`src/rtl/load_store_unit.sv`:
```
// ============================================================================
// load_store_unit
//
// Sits between the execute stage and a byte-addressable, little-endian data
// memory. The unit does four things:
//   - decodes the RV32I load/store funct3 field
//   - rejects illegal and misaligned requests, reporting them as a fault
//     without touching memory
//   - issues one word-aligned memory request with per-byte write strobes
//   - waits for mem_ready, then extracts and extends the load data and
//     registers it
//
// Ports:
//   clk, rst_n    rising-edge clock, asynchronous active-low reset
//   lsu_valid     core requests an access this cycle
//   is_load       request is a load
//   is_store      request is a store
//   funct3        000 B, 001 H, 010 W, 100 BU, 101 HU
//   addr          byte address
//   wdata         store data (rs2)
//   lsu_busy      stall to core: lsu_valid && !lsu_done
//   lsu_done      one-cycle completion pulse (success or fault)
//   lsu_rdata     extended load result, held until the next successful load
//   lsu_fault     with lsu_done: the access was aborted
//   lsu_err       01 misaligned, 10 illegal, 11 timeout (only during fault)
//   mem_addr      word-aligned memory address (ACCESS only)
//   mem_r_en      read strobe (ACCESS only)
//   mem_wr_en     byte write strobes; bit i writes byte mem_addr+i
//   mem_wdata     store data replicated across the byte lanes
//   mem_rdata     memory read word
//   mem_ready     memory completes the access this cycle
// ============================================================================
module load_store_unit #(
    parameter int ADDR_WIDTH = 32,
    parameter int DATA_WIDTH = 32,
    parameter int TIMEOUT    = 16
) (
    input  logic                    clk,
    input  logic                    rst_n,
    input  logic                    lsu_valid,
    input  logic                    is_load,
    input  logic                    is_store,
    input  logic [2:0]              funct3,
    input  logic [ADDR_WIDTH-1:0]   addr,
    input  logic [DATA_WIDTH-1:0]   wdata,
    output logic                    lsu_busy,
    output logic                    lsu_done,
    output logic [DATA_WIDTH-1:0]   lsu_rdata,
    output logic                    lsu_fault,
    output logic [1:0]              lsu_err,
    output logic [ADDR_WIDTH-1:0]   mem_addr,
    output logic                    mem_r_en,
    output logic [3:0]              mem_wr_en,
    output logic [DATA_WIDTH-1:0]   mem_wdata,
    input  logic [DATA_WIDTH-1:0]   mem_rdata,
    input  logic                    mem_ready
);

    typedef enum logic [1:0] {IDLE, ACCESS, DONE, FAULT} state_t;

    localparam int CNT_W = (TIMEOUT > 1) ? $clog2(TIMEOUT) : 1;
    localparam logic [CNT_W-1:0] CNT_LAST = CNT_W'(TIMEOUT - 1);

    localparam logic [1:0] ERR_MISALIGN = 2'b01;
    localparam logic [1:0] ERR_ILLEGAL  = 2'b10;
    localparam logic [1:0] ERR_TIMEOUT  = 2'b11;

    state_t                  state_q, state_d;
    logic [1:0]              err_q, err_d;
    logic [ADDR_WIDTH-1:0]   addr_q;
    logic [2:0]              f3_q;
    logic                    load_q;
    logic [DATA_WIDTH-1:0]   wdata_q;
    logic [DATA_WIDTH-1:0]   rdata_q;
    logic [CNT_W-1:0]        cnt_q;

    logic                    legal;
    logic                    misaligned;
    logic [DATA_WIDTH-1:0]   shifted;
    logic [DATA_WIDTH-1:0]   load_data;

    // Request decode. BU/HU exist only for loads.
    always_comb begin
        legal = (is_load ^ is_store) &&
                (is_load ? (funct3 inside {3'b000, 3'b001, 3'b010, 3'b100, 3'b101})
                         : (funct3 inside {3'b000, 3'b001, 3'b010}));
        misaligned = ((funct3[1:0] == 2'b01) && addr[0]) ||
                     ((funct3[1:0] == 2'b10) && (addr[1:0] != 2'b00));
    end

    // Bring the addressed byte/half down to lane 0, then extend.
    always_comb begin
        shifted = mem_rdata >> {addr_q[1:0], 3'b000};
        case (f3_q)
            3'b000:  load_data = {{24{shifted[7]}},  shifted[7:0]};
            3'b001:  load_data = {{16{shifted[15]}}, shifted[15:0]};
            3'b100:  load_data = {24'h0, shifted[7:0]};
            3'b101:  load_data = {16'h0, shifted[15:0]};
            default: load_data = shifted;
        endcase
    end

    // NOTE: every signal assigned in always_comb gets a default first, so
    // no path through the case leaves it unassigned and infers a latch.
    always_comb begin
        state_d = state_q;
        err_d   = err_q;
        case (state_q)
            IDLE: begin
                if (lsu_valid) begin
                    if (!legal) begin
                        state_d = FAULT;
                        err_d   = ERR_ILLEGAL;
                    end else if (misaligned) begin
                        state_d = FAULT;
                        err_d   = ERR_MISALIGN;
                    end else begin
                        state_d = ACCESS;
                    end
                end
            end
            ACCESS: begin
                if (mem_ready) begin
                    state_d = DONE;
                end else if (cnt_q == CNT_LAST) begin
                    state_d = FAULT;
                    err_d   = ERR_TIMEOUT;
                end
            end
            default: state_d = IDLE;    // DONE and FAULT last one cycle
        endcase
    end

    // NOTE: sequential state uses non-blocking assignments only, so every
    // register samples pre-edge values regardless of statement order.
    always_ff @(posedge clk or negedge rst_n) begin
        if (!rst_n) begin
            state_q <= IDLE;
            err_q   <= 2'b00;
            addr_q  <= '0;
            f3_q    <= 3'b000;
            load_q  <= 1'b0;
            wdata_q <= '0;
            rdata_q <= '0;
            cnt_q   <= '0;
        end else begin
            state_q <= state_d;
            err_q   <= err_d;
            if (state_q == IDLE && state_d == ACCESS) begin
                addr_q  <= addr;
                f3_q    <= funct3;
                load_q  <= is_load;
                wdata_q <= wdata;
                cnt_q   <= '0;
            end else if (state_q == ACCESS && !mem_ready) begin
                cnt_q <= cnt_q + 1'b1;
            end
            if (state_q == ACCESS && mem_ready && load_q) begin
                rdata_q <= load_data;
            end
        end
    end

    // The memory interface is driven only in ACCESS. It is derived
    // combinationally from the state, so a reset drops the strobes at once.
    always_comb begin
        mem_addr  = '0;
        mem_r_en  = 1'b0;
        mem_wr_en = 4'b0000;
        mem_wdata = '0;
        if (state_q == ACCESS) begin
            mem_addr = {addr_q[ADDR_WIDTH-1:2], 2'b00};
            if (load_q) begin
                mem_r_en = 1'b1;
            end else begin
                case (f3_q[1:0])
                    2'b00: begin
                        mem_wr_en = 4'b0001 << addr_q[1:0];
                        mem_wdata = {4{wdata_q[7:0]}};
                    end
                    2'b01: begin
                        mem_wr_en = 4'b0011 << addr_q[1:0];
                        mem_wdata = {2{wdata_q[15:0]}};
                    end
                    default: begin
                        mem_wr_en = 4'b1111;
                        mem_wdata = wdata_q;
                    end
                endcase
            end
        end
    end

    assign lsu_done  = (state_q == DONE) || (state_q == FAULT);
    assign lsu_fault = (state_q == FAULT);
    assign lsu_err   = lsu_fault ? err_q : 2'b00;
    assign lsu_busy  = lsu_valid && !lsu_done;
    assign lsu_rdata = rdata_q;

endmodule

```
`config.mk`:
```
export PLATFORM = sky130hd
export DESIGN_NAME = load_store_unit
export DESIGN_NICKNAME = d
export VERILOG_FILES = /design/src/rtl/load_store_unit.sv
export SDC_FILE = /design/constraint.sdc
export NUM_CORES = 1
export LEC_CHECK = 0
export ABC_AREA = 1
export BUFFER_PORTS_ARGS = -buffer_cell sky130_fd_sc_hd__buf_2
export CELL_PAD_IN_SITES_DETAIL_PLACEMENT = 1
export CELL_PAD_IN_SITES_GLOBAL_PLACEMENT = 2
export CORE_MARGIN = 5
export CORE_UTILIZATION = 28
export DETAILED_ROUTE_END_ITERATION = 12
export PLACE_DENSITY = 0.89
export SYNTH_ARGS = -nofsm -noshare
export SYNTH_HDL_FRONTEND = slang
export SYNTH_SLANG_ARGS = --single-unit
```
`constraint.sdc`:
```
create_clock -name clk -period 3.2 [get_ports clk]
set_input_delay 0.32 -clock clk [delete_from_list [all_inputs] [get_ports clk]]
set_output_delay 0.32 -clock clk [all_outputs]
set_load 0.005 [all_outputs]
```
---- After elaboration in Yosys (flattened, before gate mapping) ----
Cells that the tools add are included.
W data, S select, Z words.
storage, ports and cells
  memories kept ........................... 0
  register bits ........................... 108
  bits in latches ......................... 0
  memory bits (writable) .................. 0
  memory bits (read-only) ................. 0
  bits of input ports ..................... 105
operators by class
  multiply operators ...................... 0
  shift-type cells ........................ 3
  bitwise logic cells ..................... 1
  equal/unequal tests ..................... 19
  reductions and logical operators ........ 22
  add/sub/neg operators ................... 1
  div/mod/pow operators ................... 0
  $lt $le $gt $ge ......................... 0
  multiplexer cells ....................... 26
operators with widths
  cell                   number
  $pmux W32 S4           1
  $mux W32               3
  $pmux W32 S2           1
  $shr A32 B5 Y32        1
  $mux W2                11
  $mux W4                4
  $eq A3 B3 Y1 const B   4
  $eq A2 B1 Y1 const B   4
  $logic_and A1 B1 Y1    8
  $pmux W2 S2            2
  $pmux W4 S2            1
  $eq A2 B2 Y1 const B   3
  $eq A3 B1 Y1 const B   2
  $logic_not A3 Y1       2
  $ne A2 B2 Y1 const B   3
  $reduce_bool A2 Y1     3
  $reduce_and A5 Y1      1
  $reduce_bool A5 Y1     1
  $add A4 B1 Y4 const B  1
  $eq A4 B4 Y1 const B   1
  $logic_not A2 Y1       2
  $shl A1 B2 Y4 const A  1
  $shl A2 B2 Y4 const A  1
  $eq A3 B2 Y1 const B   1
  6 further kinds        10

---- Depth between registers and ports, before layout ----
  depth in word-level cells ............... 10
  gate-level depth with buffers ........... 11

---- Least setup slack after synthesis ----
Ideal clock, no wire load.
  path kind ............................... register to output
  from .................................... register state_q[1]
  to ...................................... output mem_wdata[16]
  cell stages (with the launch flop) ...... 7
  arrival time ............................ 1.222 ns
  slack ................................... 1.658 ns
  path through ............................ dfrtp_1 inv_2 nand2_4 nor2_1 inv_2 buf_2 a21oi_1
between the ends
  word-level cells in the longest chain between the ends .. 2
RTL lines
  item                    RTL line  RTL
  start, declared         68        state_t state_q, state_d;
  start signal, assigned  147       state_q <= state_d;
  $eq A2 B1 Y1            171       if (state_q == ACCESS) begin
  $mux W32                171
  end, declared           54        output logic [DATA_WIDTH-1:0] mem_wdata,
No other way between the ends.

---- Worst setup path after layout ----
  from .................................... register state_q[1]
  to ...................................... output mem_wr_en[1]
between the ends
  word-level cells in the longest chain between the ends .. 2
RTL lines
  item           RTL line  RTL
  $eq A2 B1 Y1   171
  $mux W4        171
  end, declared  53        output logic [3:0] mem_wr_en,
No other way between the ends.

==> impl_metrics.env <==
export IMPL_status="finished, final reports clean"
export IMPL_clockPowerShare_pct=18.1
export IMPL_critPathMaxFanout=44
export IMPL_grt_pass1_vias=6155
export IMPL_worst_ep_required_time_ps=2880
export IMPL_critical_path_endpoint_type="primary output"
export IMPL_fin_skew_ps=9.59
export IMPL_routed_wl_um=20600
export IMPL_p_leak_uw=0.00424
export IMPL_final_cells=1279
export IMPL_n_fill_cell=2630
export IMPL_grt_max_degree=69
export IMPL_cts_tree="yes"
export IMPL_setup_tns_ps=0
export IMPL_setup_ws_ps=518
export IMPL_cp_start_kind="register"
export IMPL_synth_area_um2=5800
export IMPL_antenna_found_initial=8
export IMPL_power_frac_seq_pct=37.7
export IMPL_die_area_um2=23700
export IMPL_dp_hpwl_um=15600
export IMPL_max_freq_mhz=373
export IMPL_fin_crit_sh_pct=83.8
export IMPL_setup_viol=0
export IMPL_drv_cap=0
export IMPL_drive_above_1_share_pct=25.5
export IMPL_hold_buffers=0
export IMPL_met3_usage_pct=5.59
export IMPL_layout_commonest_cell="nand2_1"
export IMPL_grt_use_met2_pct=27.9
export IMPL_post_cts_setup_buffer_count=0
export IMPL_busiest_layer="met2"
export IMPL_grt_remaining_overflow=0
export IMPL_clock_sinks=108
export IMPL_crit_type="register to primary output"
export IMPL_tightest_slew_ps=1050
export IMPL_drcViolationCount=0
export IMPL_dp_cells=1263
export IMPL_switching_share_pct=43.5
export IMPL_clockBufferDepth=2
export IMPL_ir_worst_vdd_v=0.000291
export IMPL_cts_resized=0
export IMPL_cp_arrival_ps=2360
export IMPL_layout_common_cells="nand2_1 (209), buf_2 (207), inv_1 (139), dfrtp_1 (108), nor2_1 (90)"
export IMPL_synth_warnings=0
export IMPL_hold_class="input port to async pin"
export IMPL_numCtsBuffers=9
export IMPL_relSlewSlack_pct=29.6
export IMPL_netlist_instances=817
export IMPL_ys_seq_elements=108
export IMPL_clkSlewWorstSetupHoldPaths_ps=70
export IMPL_place_ws_ps=854
export IMPL_finalHoldViolCount=0
export IMPL_syn2layout_area_growth_pct=26.7
export IMPL_yosys_top_cells_area="dfrtp_1 (47%), nand2_1 (14%), inv_1 (9.0%)"
export IMPL_core_area_um2=20300
export IMPL_grt_pass1_wl_um=33300
export IMPL_start_util_pct=28.6
export IMPL_place_congestion=0.887
export IMPL_rows=52
export IMPL_holdWs_ps=7.27
export IMPL_synth_top_area_cell="dfrtp_1"
export IMPL_power_density_nw_per_um2=897
export IMPL_ys_seq_area_share_pct=46.6
export IMPL_pwr_share_comb_pct=44.3
export IMPL_grt_use_total_pct=17.4
export IMPL_die_w_um=154
export IMPL_drt_first_pass_iters=5
export IMPL_cts_htree_levels=3
export IMPL_num_io_pins=211
export IMPL_clock_root_buffer="clkbuf_16"
export IMPL_grt_setup_unrepaired="no"
export IMPL_drtIter0Drc=297
export IMPL_portBuffers=208
export IMPL_clkLatencyLatePin_ps=350
export IMPL_postPlaceCellArea_um2=7030
export IMPL_r2r_cells=8
export IMPL_power_net_switching_uw=2860
export IMPL_synthDistinctLibCells=27
export IMPL_fin_nets=1110
export IMPL_antenna_left=0
export IMPL_die_h_um=154
export IMPL_slew_violations=0
export IMPL_insertedDiodeCount=0
export IMPL_via_per_inst=4.56
export IMPL_wl_per_cell_um=16.1
export IMPL_layout_min_cycle_time_ps=2680
export IMPL_syn_area_per_cell_um2=7.10
export IMPL_internal_power_uw=3730
export IMPL_vias=5829
export IMPL_met1_usage_pct=23.0
export IMPL_fin_area_um2=7340
export IMPL_synth_top_area_share_pct=46.6
## worst max-delay path: stages, from the launching register on
cell	delay (ps)
dfrtp_1	440
inv_2	90
nand2_4	250
nor2_1	520
inv_2	260
a21oi_1	270
buf_2	160
## final cells by class
type	count	area (um2)	share of cell area (%)
Clock inverter	6	71.3	0.971
Sequential cell	108	2700	36.8
Clock buffer	10	239	3.25
Timing Repair Buffer	221	1150	15.7
Multi-Input combinational cell	514	2280	31.0
Inverter	150	563	7.67
Tap cell	270	338	4.60
## registers in the layout (all words and copies together), names as in the netlist
| register | flops |
|---|---|
| addr_q | 32 |
| f3_q | 3 |
| state_q | 2 |
| lsu_rdata | 32 |
| cnt_q | 4 |
| wdata_q | 32 |
| load_q | 1 |
| err_q | 2 |
## routing by layer
layer | vias up | share of wire (%)
met5 | - | 0.45
li1 | 2885 | -
met1 | 2723 | 45
met3 | 29 | 8.2
met4 | 14 | 1.3
met2 | 178 | 45
## power by group through the flow
stage / registers, uW / clock network, uW / logic [uW]
4_1_cts: 2490 / 1230 / 3000
6_report: 2480 / 1190 / 2920
2_1_floorplan: 2390 / 0 / 1840
3_5_place_dp: 2510 / 0 / 2980
3_3_place_gp: 2490 / 0 / 2900
5_1_grt: 2580 / 1300 / 3340
## stage by stage
stage	total power, uW	util (%)
floorplan	4230	-
global placement	5400	34.7
detailed placement	5490	34.7
CTS	6720	36.2
global route	7220	36.2
finish	6590	36.2
## cells in the mapped netlist (all sizes together)
cell type	n
clkbuf	16
nand4	2
nor3	2
buf	30
o21ai	112
ha	1
dfrtp	108
a31oi	7
a21oi	20
nand2	211
inv	150
o211ai	1
nor2	94
nand3b	2
conb	1
o22ai	8
nand3	52
## cells by family after synthesis
family	count (synthesis)	share of synthesized area [%]
other	1	0.0647
buffers and inverters	196	14.3
AO/OA/AOI/OAI	148	13.2
AND/OR/NAND/NOR	363	25.6
adder cells (fa/ha/maj)	1	0.216
flip-flops	108	46.6
## path summary, 6_finish.rpt
kind	slack (ps)	startpoint	endpoint
worst max-delay path	520	state_q[1]	mem_wr_en[1]
worst min-delay path	7	rst_n	wdata_q[23]
worst max register to register	1000	state_q[1]	wdata_q[4]
worst min register to register	480	lsu_rdata[3]	lsu_rdata[3]
max in group asynchronous	2410	rst_n	lsu_rdata[20]
min in group clk	190	addr[13]	addr_q[13]
(Power assumes the default switching activity.)
